`src/rtl/mem_port_arbiter.sv`:
```
// Shares one ack-based single-port memory between instruction fetch and load/store, data side first.
// Ready pulses one cycle after memAck or timeout; requesters stall by holding req until their ready.
module mem_port_arbiter #(
  parameter int ADDR_W  = 32,
  parameter int DATA_W  = 32,
  parameter int TIMEOUT = 255
) (
  input  logic              clk,
  input  logic              rst_n,
  input  logic              ifReq,
  input  logic [ADDR_W-1:0] ifAddr,
  output logic [DATA_W-1:0] ifRData,
  output logic              ifReady,
  input  logic              dReq,
  input  logic              dWe,
  input  logic [ADDR_W-1:0] dAddr,
  input  logic [DATA_W-1:0] dWData,
  input  logic [1:0]        dDQM,
  output logic [DATA_W-1:0] dRData,
  output logic              dReady,
  output logic              dErr,
  output logic              memReq,
  output logic              memWe,
  output logic [ADDR_W-1:0] memAddr,
  output logic [DATA_W-1:0] memWData,
  output logic [3:0]        memBE,
  input  logic [DATA_W-1:0] memRData,
  input  logic              memAck
);

  localparam int CW = (TIMEOUT > 0) ? $clog2(TIMEOUT + 1) : 1;
  localparam logic [CW-1:0]     TO_LAST   = CW'((TIMEOUT > 0) ? TIMEOUT - 1 : 0);
  localparam logic [ADDR_W-1:0] WORD_MASK = {{(ADDR_W-2){1'b1}}, 2'b00};

  typedef enum logic [1:0] {IDLE, IACC, DACC} state_t;

  state_t        state;
  logic [CW-1:0] wait_cnt;
  logic [1:0]    acc_off;
  logic [1:0]    acc_size;
  logic          acc_we;

  logic [1:0]        d_off;
  logic              d_mis;
  logic [3:0]        d_be;
  logic [DATA_W-1:0] d_wd;
  logic [DATA_W-1:0] shifted;
  logic [DATA_W-1:0] load_val;
  logic              to_hit;
  logic              ready_busy;

  assign d_off      = dAddr[1:0];
  assign to_hit     = (TIMEOUT != 0) && (wait_cnt == TO_LAST);
  // The ready cycle itself does not arbitrate, so a requester sees its pulse before being re-sampled.
  assign ready_busy = ifReady || dReady;

  always_comb begin
    d_be  = 4'b1111;
    d_wd  = dWData;
    d_mis = 1'b0;
    case (dDQM)
      2'b00: begin
        d_be = 4'b0001 << d_off;
        d_wd = {4{dWData[7:0]}};
      end
      2'b01: begin
        d_be  = 4'b0011 << d_off;
        d_wd  = {2{dWData[15:0]}};
        d_mis = d_off[0];
      end
      default: d_mis = (d_off != 2'b00);
    endcase
  end

  assign shifted = memRData >> {acc_off, 3'b000};

  always_comb begin
    load_val = shifted;
    case (acc_size)
      2'b00:   load_val = {24'b0, shifted[7:0]};
      2'b01:   load_val = {16'b0, shifted[15:0]};
      default: load_val = shifted;
    endcase
  end

  always_ff @(posedge clk) begin
    if (!rst_n) begin
      state    <= IDLE;
      wait_cnt <= '0;
      acc_off  <= '0;
      acc_size <= '0;
      acc_we   <= 1'b0;
      memReq   <= 1'b0;
      memWe    <= 1'b0;
      memAddr  <= '0;
      memWData <= '0;
      memBE    <= '0;
      ifReady  <= 1'b0;
      dReady   <= 1'b0;
      dErr     <= 1'b0;
      ifRData  <= '0;
      dRData   <= '0;
    end else begin
      ifReady <= 1'b0;
      dReady  <= 1'b0;
      dErr    <= 1'b0;
      case (state)
        IDLE: begin
          wait_cnt <= '0;
          if (!ready_busy) begin
            if (dReq) begin
              if (d_mis) begin
                dReady <= 1'b1;
                dErr   <= 1'b1;
                dRData <= '0;
              end else begin
                state    <= DACC;
                memReq   <= 1'b1;
                memWe    <= dWe;
                memAddr  <= dAddr & WORD_MASK;
                memWData <= d_wd;
                memBE    <= d_be;
                acc_off  <= d_off;
                acc_size <= dDQM;
                acc_we   <= dWe;
              end
            end else if (ifReq) begin
              state    <= IACC;
              memReq   <= 1'b1;
              memWe    <= 1'b0;
              memAddr  <= ifAddr & WORD_MASK;
              memWData <= '0;
              memBE    <= 4'b1111;
            end
          end
        end
        IACC, DACC: begin
          // An ack arriving on the final counted cycle still completes normally.
          if (memAck || to_hit) begin
            memReq <= 1'b0;
            memWe  <= 1'b0;
            state  <= IDLE;
            if (state == IACC) begin
              ifReady <= 1'b1;
              ifRData <= memAck ? memRData : '0;
            end else begin
              dReady <= 1'b1;
              dErr   <= !memAck;
              dRData <= (memAck && !acc_we) ? load_val : '0;
            end
          end else begin
            wait_cnt <= wait_cnt + 1'b1;
          end
        end
        default: state <= IDLE;
      endcase
    end
  end

endmodule
```
`config.mk`:
```
export PLATFORM = sky130hd
export DESIGN_NAME = mem_port_arbiter
export DESIGN_NICKNAME = d
export VERILOG_FILES = /design/src/rtl/mem_port_arbiter.sv
export SDC_FILE = /design/constraint.sdc
export NUM_CORES = 1
export LEC_CHECK = 0
export CORE_ASPECT_RATIO = 1.25
export CORE_MARGIN = 3
export CORE_UTILIZATION = 40
export DETAILED_ROUTE_END_ITERATION = 6
export GPL_TIMING_DRIVEN = 1
export PLACE_DENSITY = 0.77
export SLEW_MARGIN = 15
export SYNTH_ARGS = -nofsm -noshare
export SYNTH_HDL_FRONTEND = slang
export SYNTH_SLANG_ARGS = --single-unit
```
`constraint.sdc`:
```
create_clock -name clk -period 1.71 [get_ports clk]
set_input_delay 0.342 -clock clk [delete_from_list [all_inputs] [get_ports clk]]
set_output_delay 0.342 -clock clk [all_outputs]
set_load 0.01 [all_outputs]
```
==> summary.txt, run 1 <==
outcome: complete, but fails checks
failing checks: setup timing
Chip Height: 156 microns
CP max stage cell: a211o_4
latest clock arrival within the worst-skew pair: 430 ps
crit path launch type: register
fraction of layout cells with a size suffix above 1: 0.153
post-DP HPWL: 17500 microns
Max Cap Violations: 0
Post-Route WL: 25100 microns
peak supply drop: 0.712 mV
Seq/Total Area, Yosys: 0.419
pin count of the biggest net entering global routing: 66
power per standard cell area: 888 nW/um^2
nets@finish: 1248
worst slew pin tran: 505 ps
Rows: 54
Core Area: 17500 sq um
crit path time final: 1770 ps
number of fill cells in the layout: 1451
vias per cell: 5.53
total design power: 10000 uW
Max Clock Skew: 11.2 ps
relative max-transition margin: 0.663
CTS Buf Count: 17
Placer Congestion: 0.851
port buffer count: 268
FFs w/ async S/R, synth: 0
Via Count: 7437
required arrival time at the worst endpoint: 2060 ps
vias in the first global route: 7230
Mapped Area: 7170 sq um
critical path endpoint category: register
Top FF cell, synth: dfxtp_1
final worst setup slack: -55.5 ps
die area: 19600 sq um
Tot GR Track Use: 0.241
dpl ws: -426 ps
first-pass GRT wire length: 38300 microns
Worst Path Max Fanout: 8
worst hold path class: primary input to register
number of remaining DRC errors: 0
IO Pins: 273
Slew Limit Fails: 0
Starting Density: 0.410
clock slew at reported path FFs: 60 ps
Routed Antenna Nets: 0
fin crit share: 1.03
Starting DRT DRC Count: 597
CTS Buffer Depth: 2
Crit Path Class: register to register
syn_area_per_cell: 8.79 sq um
total leakage power: 0.00460 uW
number of synthesized register bits: 150
Die W: 126 microns
Area after DPL: 10500 sq um
design area: 11300 sq um
Worst Path Arrival: 2110 ps
Fmax achieved: 0.566 GHz
CTS tree: done
htree depth: 4
CP max stage delay: 390 ps
TritonRoute pass-1 iters: 5
Synth-to-Final Area Change: 57.8%
Syn Inst Count: 816
number of synthesized flops with an enable pin: 0
initial antenna violation count: 0
Distinct cells, synth: 50
RSZ-0062 raised after global routing: true
YS warnings: 0
post-route insts no fill: 1344
clock root cell: clkbuf_16
number of antenna diodes: 0
total grt overflow: 0
Placed Cells: 1300
CTS Sinks: 150
Final Hold Viols: 0
crit path cell chain: inv_2, ha_4, and3_4, a211o_4, nand4_4, clkbuf_16, mux2i_1
WL per Instance: 18.7 microns
final setup vio count: 31
## state kept, by name, summed over array words and instances (netlist names)
register	count
wait_cnt	8
dReady	1
memReq	1
dErr	1
ifReady	1
acc_size	2
ifRData	32
dRData	32
memAddr	30
state	2
memBE	4
acc_we	1
memWe	1
memWData	32
acc_off	2
## Yosys cell counts (all sizes together), types with 8 or more instances
library cell	instances	area share
mux2	25	0.039
a211oi	32	0.033
a21oi	104	0.073
dfxtp	150	0.42
o21ai	74	0.052
clkbuf	42	0.022
o2bb2ai	8	0.0098
o211ai	8	0.0084
buf	40	0.034
nand4	37	0.034
nand2	119	0.062
inv	10	0.0052
mux2i	93	0.13
nor2	13	0.0072
## cells by family (layout without fill, tap and decap cells)
kind of cell             after synthesis  count (layout)  share of synthesized area
multiplexers                         118             118                      0.169
AO/OA/AOI/OAI                        250             250                      0.209
AND/OR/NAND/NOR                      199             199                      0.132
flip-flops                           150             150                      0.419
buffers and inverters                 93             396                     0.0619
other                                  1               2                   0.000523
adder cells (fa/ha/maj)                5               5                    0.00872
## metrics by stage
| step | hold slack [ps] | TNS [ps] | utilization |
|---|---|---|---|
| floorplan | 456 | 0 | - |
| global placement | 445 | -29450 | 0.597 |
| detailed placement | 452 | -36790 | 0.597 |
| CTS | 383 | -53.5 | 0.636 |
| global route | 404 | -2070 | 0.647 |
| finish | 403 | -597 | 0.647 |
## final timing paths
path	start	endpoint	slack, ps	cells after the start
max	wait_cnt[0]	dRData[2]	-60	7
min	rst_n	wait_cnt[1]	400	3
max reg2reg	wait_cnt[0]	dRData[2]	-60	7
min reg2reg	dRData[21]	dRData[21]	460	2
## worst max-delay path, delay by kind of cell, from the launching register on
kind | cells | cell delay [ps]
AOI/OAI and AO/OA | 1 | 390
adders and majority gates | 1 | 140
buffers and inverters | 2 | 260
muxes | 1 | 210
and+or+nand+nor | 2 | 350
DFF | 1 | 330
## power by group
part | switching, uW | internal, uW
combinational | 1320 | 1380
sequential | 120 | 3700
clock | 1490 | 2040
## timing repair
| item | CTS | global route |
|---|---|---|
| setup buffers | 3 | 5 |
| gates cloned | 2 | 2 |
| hold buffers | 0 | 0 |
| pin swaps | 1 | 6 |
| hold endpoints to repair | 0 | 0 |
| endpoints found under the setup margin | 72 | 115 |
| gates resized for setup | 14 | 32 |
## layout by cell type, fill, tap and decap left out, types with 3 or more instances in the layout
master	count
a2111o_1	4
a211oi_1	29
a21oi_1	103
and3_1	3
buf_12	13
buf_4	67
clkbuf_16	20
clkdlybuf4s50_1	243
clkinv_2	6
clkinv_4	3
dfxtp_1	147
dfxtp_2	3
dlygate4sd2_1	4
dlymetal6s2s_1	19
ha_1	3
inv_1	8
mux2_2	24
mux2i_1	93
nand2_1	119
nand2b_1	3
nand3_1	6
nand4_1	36
nor2_1	11
o2111ai_1	5
o211a_1	3
o211ai_1	8
o21ai_0	73
o2bb2ai_1	8
or4_1	3
## routing by layer
layer  GRT usage  wire length [microns]  vias to the layer above
li1            -                      -                     3556
met1       0.290                   9850                     3517
met2       0.421                  12700                      316
met3      0.0630                   1940                       48
met4      0.0818                    590                        0
met5           0                      0                        -
## cell type report
cell class,count,area (sq um),area share
clock buffer,20,447,0.0395
clock inverter,12,105,0.00928
inverter,11,42.5,0.00376
multi-input combinational,574,3850,0.340
sequential,150,3010,0.266
tap,224,280,0.0248
timing repair buffer,353,3590,0.317
No activity file was read; power rests on OpenSTA's default activity.
==> run 2, diff against run 1 <==
--- a/config.mk
+++ b/config.mk
@@ -9,8 +9,8 @@
 export CORE_MARGIN = 3
 export CORE_UTILIZATION = 40
 export DETAILED_ROUTE_END_ITERATION = 6
-export GPL_TIMING_DRIVEN = 1
-export PLACE_DENSITY = 0.77
+export GPL_TIMING_DRIVEN = 0
+export PLACE_DENSITY = 0.74
 export SLEW_MARGIN = 15
 export SYNTH_ARGS = -nofsm -noshare
 export SYNTH_HDL_FRONTEND = slang
==> run 2 against run 1 <==
Net effect: the run still ends with setup timing left; clock power rose by 3%; via count rose by 0.61%; non-clock buffer count rose by 17; combinational power rose by 4%; hold slack got worse by 110 ps; global-route usage rose by 1.4 points.
==> summary.txt, run 2 (same netlist as run 1, synthesis figures left out) <==
CTS Buffer Depth: 2 (unchanged)
critical path endpoint category: register
htree depth: 4 (unchanged)
vias in the first global route: 7485 (+3.5%)
Worst Path Arrival: 2160 ps (+50 ps)
clock group share of total power: 0.355 (+0.004)
Placer Congestion: 0.881 (+3.5%)
Synth-to-Final Area Change: 56.5%
Max Clock Skew: 4.29 ps (-6.87 ps)
fraction of layout cells with a size suffix above 1: 0.159 (+0.00679)
Comb pwr share: 0.273 (+0.004)
number of remaining DRC errors: 0 (unchanged)
total leakage power: 0.00451 uW (-2.1%)
pin count of the biggest net entering global routing: 17 (-74%)
Chip Height: 156 microns (unchanged)
post-DP HPWL: 19300 microns (+10%)
final setup vio count: 26 (-16%)
Final Hold Viols: 0 (unchanged)
sw frac: 0.286 (-0.00628)
latest clock arrival within the worst-skew pair: 430 ps (about the same)
number of antenna diodes: 0 (unchanged)
peak supply drop: 0.765 mV (+7.5%)
post-route insts no fill: 1359 (+1.1%)
worst hold margin: 288 ps (-114 ps)
TritonRoute pass-1 iters: 5 (unchanged)
first-pass GRT wire length: 40200 microns (+5.0%)
CTS tree: done
total grt overflow: 0 (unchanged)
clock root cell: clkbuf_16
CTS Buf Count: 17 (unchanged)
crit path time final: 1810 ps (+40.3 ps)
Area after DPL: 10100 sq um (-3.1%)
Tot GR Track Use: 0.256 (+0.0145)
most frequent cells in the layout: 239 x clkdlybuf4s50_1, 146 x dfxtp_1, 116 x nand2_1
Max Cap Violations: 0 (unchanged)
clock slew at reported path FFs: 60 ps (about the same)
CTS Sinks: 150 (unchanged)
required arrival time at the worst endpoint: 2060 ps (about the same)
worst slew pin tran: 575 ps (+69.7 ps)
Core Area: 17500 sq um (unchanged)
final setup TNS: -1540 ps (-947 ps)
Starting DRT DRC Count: 509 (-15%)
Fmax achieved: 0.554 GHz (-2.2%)
outcome: complete, but fails checks
IO Pins: 273 (unchanged)
Worst Path Max Fanout: 6 (-2)
Via Count: 7482 (+0.61%)
crit path launch type: register
Slew Limit Fails: 0 (unchanged)
WL per Instance: 19.1 microns (+2.3%)
Rows: 54 (unchanged)
Starting Density: 0.410 (unchanged)
Flop pwr share: 0.372 (-0.008)
die area: 19600 sq um (unchanged)
Crit Path Class: register to register
total design power: 10300 uW (+2.1%)
most common cell after layout, fill and taps aside: clkdlybuf4s50_1
Routed Antenna Nets: 0 (unchanged)
fin crit share: 1.06 (+0.0236)
Largest regs: dRData: 32 flops, ifRData: 32 flops, memWData: 32 flops
Die W: 126 microns (unchanged)
worst hold path class: primary input to register
initial antenna violation count: 0 (unchanged)
nets@finish: 1265 (+1.4%)
Placed Cells: 1306 (+0.46%)
failing checks: setup timing
final worst setup slack: -95.8 ps (-40.3 ps)
power per standard cell area: 914 nW/um^2 (+3.0%)
vias per cell: 5.51 (-0.51%)
relative max-transition margin: 0.617 (-0.0460)
design area: 11200 sq um (-0.82%)
Sw Pwr: 2930 uW (about the same)
cell-internal power: 7330 uW (+3.0%)
number of fill cells in the layout: 1480 (+2.0%)
RSZ-0062 raised after global routing: true
Post-Route WL: 26000 microns (+3.5%)
port buffer count: 265 (-1.1%)
hold_buf cts: 0 (unchanged)
run 2: changes by cell type in the layout (fill, tap and decap cells not counted), sizes merged:
cell / delta
bufinv: +1
clkdlybuf4s50: -4
dlymetal6s2s: -5
dlygate4sd2: +8
buf: -22
clkinv: -3
clkbuf: +41
inv: -1
run 2: final timing paths:
check,endpoint,slack [ps],start,depth (start not counted)
max,dRData[13],-100,state[1],9
min reg2reg,dRData[27],460,dRData[27],2
max reg2reg,dRData[13],-100,state[1],9
min,acc_off[0],290,dAddr[0],3
run 2: timing repair:
item,in CTS,in global routing
gates cloned,3,0
hold endpoints to repair,0,0
pin swaps,5,8
endpoints found under the setup margin,158,153
buffers inserted,19,9
resized for setup,66,68
run 2: power groups by stage:
stage,logic (uW),clock network (uW),registers [uW]
final,2810,3640,3810
after global routing,3000,3830,3830
after CTS,2780,3680,3810
after detailed placement,2360,0,3880
after global placement,2350,0,3880
after floorplan,1180,0,3960
run 2: routing by layer:
| metal | vias to the layer above | share of wire | global-route usage |
|---|---|---|---|
| met5 | - | 0 | 0 |
| met4 | 0 | 0.031 | 0.0971 |
| met3 | 58 | 0.072 | 0.0736 |
| met2 | 308 | 0.51 | 0.458 |
| met1 | 3543 | 0.38 | 0.289 |
| li1 | 3573 | - | - |
run 2: area by class of cell:
type	instances	area [sq um]	share of cell area
Tap cell	224	280	0.0250
Clock inverter	9	104	0.00925
Inverter	11	47.5	0.00423
Timing Repair Buffer	293	2970	0.265
Multi-Input combinational cell	574	3880	0.345
Buffer	77	470	0.0419
Clock buffer	21	460	0.0410
Sequential cell	150	3010	0.268
run 2: metrics by stage:
step	worst slack, ps	util
after floorplan	10.2	-
after global placement	-605	0.579
after detailed placement	-628	0.579
after CTS	-110	0.633
after global routing	-175	0.642
final	-95.8	0.642
run 2: critical path: stages (launching register included):
cell     delay (ps)
dfxtp_2         330
inv_2            50
ha_4            310
inv_4            40
a211o_1         230
buf_6           140
nand4_4         170
buf_4           150
buf_8           120
mux2i_1         190
